### src/rtl/cpu_pkg.sv
// Types and constants shared across the CPU front end.
package cpu_pkg;
    typedef enum logic [1:0] {
        ST_IDLE  = 2'd0,
        ST_FETCH = 2'd1,
        ST_DROP  = 2'd2
    } fetch_state_e;

    localparam logic [31:0] NOP_INSTR_DEF = 32'h0000_0013;
    localparam logic [31:0] PC_INC        = 32'd4;

    function automatic logic [31:0] align_pc(input logic [31:0] pc);
        return {pc[31:2], 2'b00};
    endfunction
endpackage

### src/rtl/fetch_skid_buf.sv
// One-entry holding register for an instruction that returns while decode is stalled.
module fetch_skid_buf (
    input  logic        clk,
    input  logic        rst_n,
    input  logic        i_load,
    input  logic        i_clr,
    input  logic [31:0] i_instr,
    input  logic [31:0] i_pc,
    output logic        o_valid,
    output logic [31:0] o_instr,
    output logic [31:0] o_pc
);
    logic        r_valid;
    logic [31:0] r_instr;
    logic [31:0] r_pc;

    always_ff @(posedge clk) begin
        if (!rst_n) begin
            r_valid <= 1'b0;
            r_instr <= 32'd0;
            r_pc    <= 32'd0;
        end else if (i_clr) begin
            r_valid <= 1'b0;
        end else if (i_load) begin
            r_valid <= 1'b1;
            r_instr <= i_instr;
            r_pc    <= i_pc;
        end
    end

    assign o_valid = r_valid;
    assign o_instr = r_instr;
    assign o_pc    = r_pc;
endmodule

### src/rtl/fetch_ctrl.sv
// Instruction fetch controller: single outstanding imem request, stall skid, redirect handling.
module fetch_ctrl
    import cpu_pkg::*;
#(
    parameter logic [31:0] RESET_PC  = 32'h0000_0000,
    parameter logic [31:0] NOP_INSTR = NOP_INSTR_DEF
) (
    input  logic        clk,
    input  logic        rst_n,
    input  logic        stall_in,
    input  logic        redirect_valid,
    input  logic [31:0] redirect_pc,
    output logic        imem_req,
    output logic [31:0] imem_addr,
    input  logic        imem_ack,
    input  logic [31:0] imem_rdata,
    output logic        instr_valid,
    output logic [31:0] instruction_IF,
    output logic [31:0] pc_IF,
    output logic        stall_out,
    output logic        flush_out
);
    fetch_state_e r_state;
    logic         r_req;
    logic [31:0]  r_addr;
    logic [31:0]  r_tgt;
    logic         r_valid;
    logic [31:0]  r_instr;
    logic [31:0]  r_pc;

    logic         w_ack;
    logic [31:0]  w_redir_pc;
    logic [31:0]  w_next_addr;
    logic         w_skid_load;
    logic         w_skid_clr;
    logic         w_skid_vld;
    logic [31:0]  w_skid_instr;
    logic [31:0]  w_skid_pc;

    assign w_ack       = imem_ack & r_req;
    assign w_redir_pc  = align_pc(redirect_pc);
    assign w_next_addr = r_addr + PC_INC;
    assign w_skid_load = (r_state == ST_FETCH) & stall_in & w_ack & ~redirect_valid;
    // Draining an empty skid is harmless, so clear on every unstalled FETCH cycle.
    assign w_skid_clr  = redirect_valid | ((r_state == ST_FETCH) & ~stall_in);

    fetch_skid_buf u_skid (
        .clk     (clk),
        .rst_n   (rst_n),
        .i_load  (w_skid_load),
        .i_clr   (w_skid_clr),
        .i_instr (imem_rdata),
        .i_pc    (r_addr),
        .o_valid (w_skid_vld),
        .o_instr (w_skid_instr),
        .o_pc    (w_skid_pc)
    );

    always_ff @(posedge clk) begin
        if (!rst_n) begin
            r_state <= ST_IDLE;
            r_req   <= 1'b0;
            r_addr  <= RESET_PC;
            r_tgt   <= RESET_PC;
            r_valid <= 1'b0;
            r_instr <= NOP_INSTR;
            r_pc    <= 32'd0;
        end else if (redirect_valid) begin
            r_valid <= 1'b0;
            r_instr <= NOP_INSTR;
            r_req   <= 1'b1;
            // An unanswered request must still be retired before the target goes out.
            if (r_req && !imem_ack) begin
                r_state <= ST_DROP;
                r_tgt   <= w_redir_pc;
            end else begin
                r_state <= ST_FETCH;
                r_addr  <= w_redir_pc;
            end
        end else begin
            case (r_state)
                ST_IDLE: begin
                    r_state <= ST_FETCH;
                    r_req   <= 1'b1;
                end
                ST_FETCH: begin
                    if (stall_in) begin
                        if (w_ack) begin
                            r_req  <= 1'b0;
                            r_addr <= w_next_addr;
                        end
                    end else if (w_skid_vld) begin
                        r_instr <= w_skid_instr;
                        r_pc    <= w_skid_pc;
                        r_valid <= 1'b1;
                        r_req   <= 1'b1;
                    end else if (w_ack) begin
                        r_instr <= imem_rdata;
                        r_pc    <= r_addr;
                        r_valid <= 1'b1;
                        r_addr  <= w_next_addr;
                    end else begin
                        r_valid <= 1'b0;
                    end
                end
                ST_DROP: begin
                    if (w_ack) begin
                        r_state <= ST_FETCH;
                        r_addr  <= r_tgt;
                    end
                end
                default: r_state <= ST_IDLE;
            endcase
        end
    end

    assign imem_req       = r_req;
    assign imem_addr      = r_addr;
    assign instr_valid    = r_valid;
    assign instruction_IF = r_instr;
    assign pc_IF          = r_pc;
    assign stall_out      = stall_in & ~redirect_valid;
    assign flush_out      = redirect_valid;
endmodule

### config.mk
export PLATFORM = sky130hd
export DESIGN_NAME = fetch_ctrl
export DESIGN_NICKNAME = d
export VERILOG_FILES = /design/src/rtl/cpu_pkg.sv /design/src/rtl/fetch_skid_buf.sv /design/src/rtl/fetch_ctrl.sv
export SDC_FILE = /design/constraint.sdc
export NUM_CORES = 1
export LEC_CHECK = 0
export ABC_AREA = 1
export ABC_CLOCK_PERIOD_IN_PS = 2500
export CORE_UTILIZATION = 45
export CTS_CLUSTER_DIAMETER = 150
export DETAILED_ROUTE_END_ITERATION = 10
export PLACE_DENSITY = 0.71
export SLEW_MARGIN = 20
export SYNTH_ARGS = -nofsm -noshare
export SYNTH_HDL_FRONTEND = slang
export SYNTH_SLANG_ARGS = --single-unit
export TNS_END_PERCENT = 5
### constraint.sdc
create_clock -name clk -period 2.5 [get_ports clk]
set_input_delay 0.25 -clock clk [delete_from_list [all_inputs] [get_ports clk]]
set_output_delay 0.25 -clock clk [all_outputs]
set_load 0.02 [all_outputs]
==> impl_metrics.toml <==
[worst_setup_path]
endpoint_kind = "primary output"
crit_fanout = 26
critPathLaunchType = "input pin"
cp_slowest_cell = "clkdlybuf4s50_1"
reg2reg_setup_slack_ps = 460
rr_worst_depth = 10
arrival_ps = 1790
critPathKind = "input pin to primary output"
cpPeakStageDelay_ps = 700
worstPathRequired_ps = 2250
cpMostUsedCell = "clkdlybuf4s50_1"
critPathLaunch = "redirect_valid"
cp_cell_sequence = "clkdlybuf4s50_1 > buf_4 > clkdlybuf4s50_1"
endpoint = "flush_out"
timing.rr.end = "imem_addr[20]"
timing.rr.start = "imem_addr[3]"

[flow_run]
maxCapViolCount = 0

[drt]
routedWlPerCell_um = 15.1
num_vias = 8539
drcViolationCount = 0
routed_wl_um = 24200
via_per_inst = 5.33
ant_nets = 0
initialDrtViolationCount = 695
drtPass1Iterations = 5

[cts]
cts_sinks = 189
cts_buffers = 17
ctsLongestPathBuffers = 2
insertion_delay_ps = 440
clk_pin_slew_ps = 70
cts_tree = "done"
holdBufCountCts = 0
cts_setup_buffers = 0
post_cts_resize_count = 0
root_buffer = "clkbuf_16"
ctsHtreeMaxLevel = 4

[min_path]
hp-class = "input pin to flip-flop"

[floorplanning]
num_rows = 49
die_h_um = 139
start_util_pct = 46.6
io_pins = 169
die_area_um2 = 19400
die_w_um = 139
design.core.area_um2 = 18200

[layout]
fill_cells = 1694
n_antenna_cell = 0
nNetsFinal = 1429
drive_gt1_share_pct = 5.54
layout.area.seq_um2 = 3780
syn_to_final_growth_pct = 28.5
final_util_pct = 59.9
multi_input_area_um2 = 4020
fin_area_um2 = 10900

[yosys]
async_flop_share_pct = 0
avgSynthCellArea_um2 = 6.84
synthCells = 1240
synth_compound_area_share_pct = 21.7
synth-adder-area-share_pct = 0.148
yosys_warnings = 0
synth_edf_count = 0
synth-main-ff-cell = "dfxtp_1"
synth-xor-area-share_pct = 0.413
synth_top_family_by_area = "simple AND/OR/NAND/NOR gates"
synth.mux.area_fraction_pct = 0.354
synth.distinct_cells = 31
yosys.area_share.simple_pct = 24.4
synth-seq-cells = 189
syn_area_um2 = 8480
seq_area_frac_synth_pct = 44.6

[pwr]
power_density_nw_per_um2 = 636
leakage_uw = 0.00405
p_total_uw = 6930
peakVddDrop_uv = 524

[run_status]
status = "finished clean"

[grt]
grt_pass1_wl_um = 39300
grt_max_degree = 74
grt-ovfl-total = 0
grt_pass1_vias = 7756
antenna_found_initial = 0
grt_usage_pct = 25.3

[sta]
finalHoldViolations = 0
worstMarginPinSlew_ps = 694
fmax_ghz = 0.489
fin_crit_sh_pct = 81.7
relSlewSlack_pct = 53.7
slew_viol_final = 0
rsz0062_at_grt = "no"
fin_crit_ps = 2040
skew_ps = 9.65
setup_violations = 0
tns_ps = 0

[placed_design]
dpl_cell_area_um2 = 10300
gp_congestion = 0.941
place_hpwl_um = 15900
io_buffer_count = 162
layout make-up:
cell class	count	share of cell area, %
inverter	82	2.82
clock inverter	12	1.68
multi-input combinational	883	36.9
clock buffer	20	4.19
tap	229	2.63
timing repair buffer	186	17.1
sequential	189	34.7
flip-flops by register name, indices dropped and copies added (netlist names):
name / cells
imem_req: 1
r_tgt: 30
instr_valid: 1
r_state: 2
u_skid.o_pc: 30
pc_IF: 30
u_skid.o_valid: 1
imem_addr: 30
instruction_IF: 32
u_skid.o_instr: 32
layout by cell type (no fill, tap or decap), types with 3 or more instances in the layout:
| master | count |
|---|---|
| a21oi_1 | 164 |
| a311oi_1 | 7 |
| a31oi_1 | 44 |
| buf_12 | 5 |
| buf_4 | 19 |
| bufinv_16 | 4 |
| clkbuf_16 | 17 |
| clkdlybuf4s50_1 | 161 |
| conb_1 | 4 |
| dfxtp_1 | 188 |
| inv_1 | 74 |
| inv_2 | 8 |
| inv_6 | 3 |
| mux2i_1 | 3 |
| nand2_1 | 394 |
| nand3_1 | 53 |
| nor2_1 | 63 |
| nor2_2 | 5 |
| nor3_1 | 3 |
| o21ai_0 | 120 |
| o21ai_1 | 3 |
| xnor2_1 | 4 |
cell families after synthesis:
logic type                 Yosys count
AOI/OAI and AO/OA                  346
xor gates and xnor gates             4
adders and majority gates            1
buffers and inverters              171
DFF                                189
muxes                                3
other                                1
and+or+nand+nor                    525
where the power goes:
| part | leakage (uW) | internal [uW] | switching [uW] | total [uW] |
|---|---|---|---|---|
| Clock | 0.000309 | 1740 | 1220 | 2960 |
| Combinational | 0.00221 | 333 | 442 | 775 |
| Sequential | 0.00153 | 3100 | 98.5 | 3200 |
through the flow:
| stage | hold WS, ps | setup slack, ps | cells |
|---|---|---|---|
| after floorplan | 385 | 763 | 1243 |
| after global placement | 451 | 415 | 1569 |
| after detailed placement | 453 | 370 | 1569 |
| after CTS | 300 | 446 | 1601 |
| after global routing | 335 | 297 | 1601 |
| final | 297 | 456 | 1601 |
worst min-delay path by stage:
stage	to	depth (start not counted)	start	slack (ps)
3_5_place_dp	instr_valid	2	instr_valid	450
4_1_cts	r_state[1]	3	rst_n	300
5_1_grt	r_state[1]	3	rst_n	330
3_3_place_gp	pc_IF[18]	2	pc_IF[18]	450
2_1_floorplan	r_tgt[2]	2	redirect_pc[2]	380
6_report	r_state[1]	3	rst_n	300
critical path: cells and delay by family:
family / cells / cell delay (ps)
buffers and inverters: 3 / 1540
layer usage:
| layer | vias to the layer above | wire, um | track usage (%) |
|---|---|---|---|
| li1 | 4304 | - | - |
| met1 | 3856 | 10700 | 33.7 |
| met2 | 318 | 10900 | 40.1 |
| met3 | 61 | 1720 | 3.89 |
| met4 | 0 | 872 | 12.3 |
| met5 | - | 0 | 0 |
cell usage after synthesis, types with 2 or more instances:
cell | instances | area (um2)
inv_1 | 75 | 282
clkbuf_1 | 67 | 251
o21ai_0 | 120 | 601
o21ai_1 | 3 | 15.0
buf_2 | 11 | 55.1
a31oi_1 | 44 | 275
nand3_1 | 54 | 270
nor3_1 | 3 | 15.0
a311oi_1 | 7 | 61.3
a211oi_1 | 2 | 15.0
o21bai_1 | 2 | 15.0
nand2_1 | 394 | 1480
nor2_2 | 4 | 25.0
a21oi_1 | 164 | 821
inv_2 | 7 | 26.3
nor2_1 | 65 | 244
buf_4 | 10 | 75.1
nand2_2 | 2 | 12.5
xnor2_1 | 4 | 35.0
mux2i_1 | 3 | 30.0
dfxtp_1 | 189 | 3780
No activity file was read; power rests on OpenSTA's default activity.
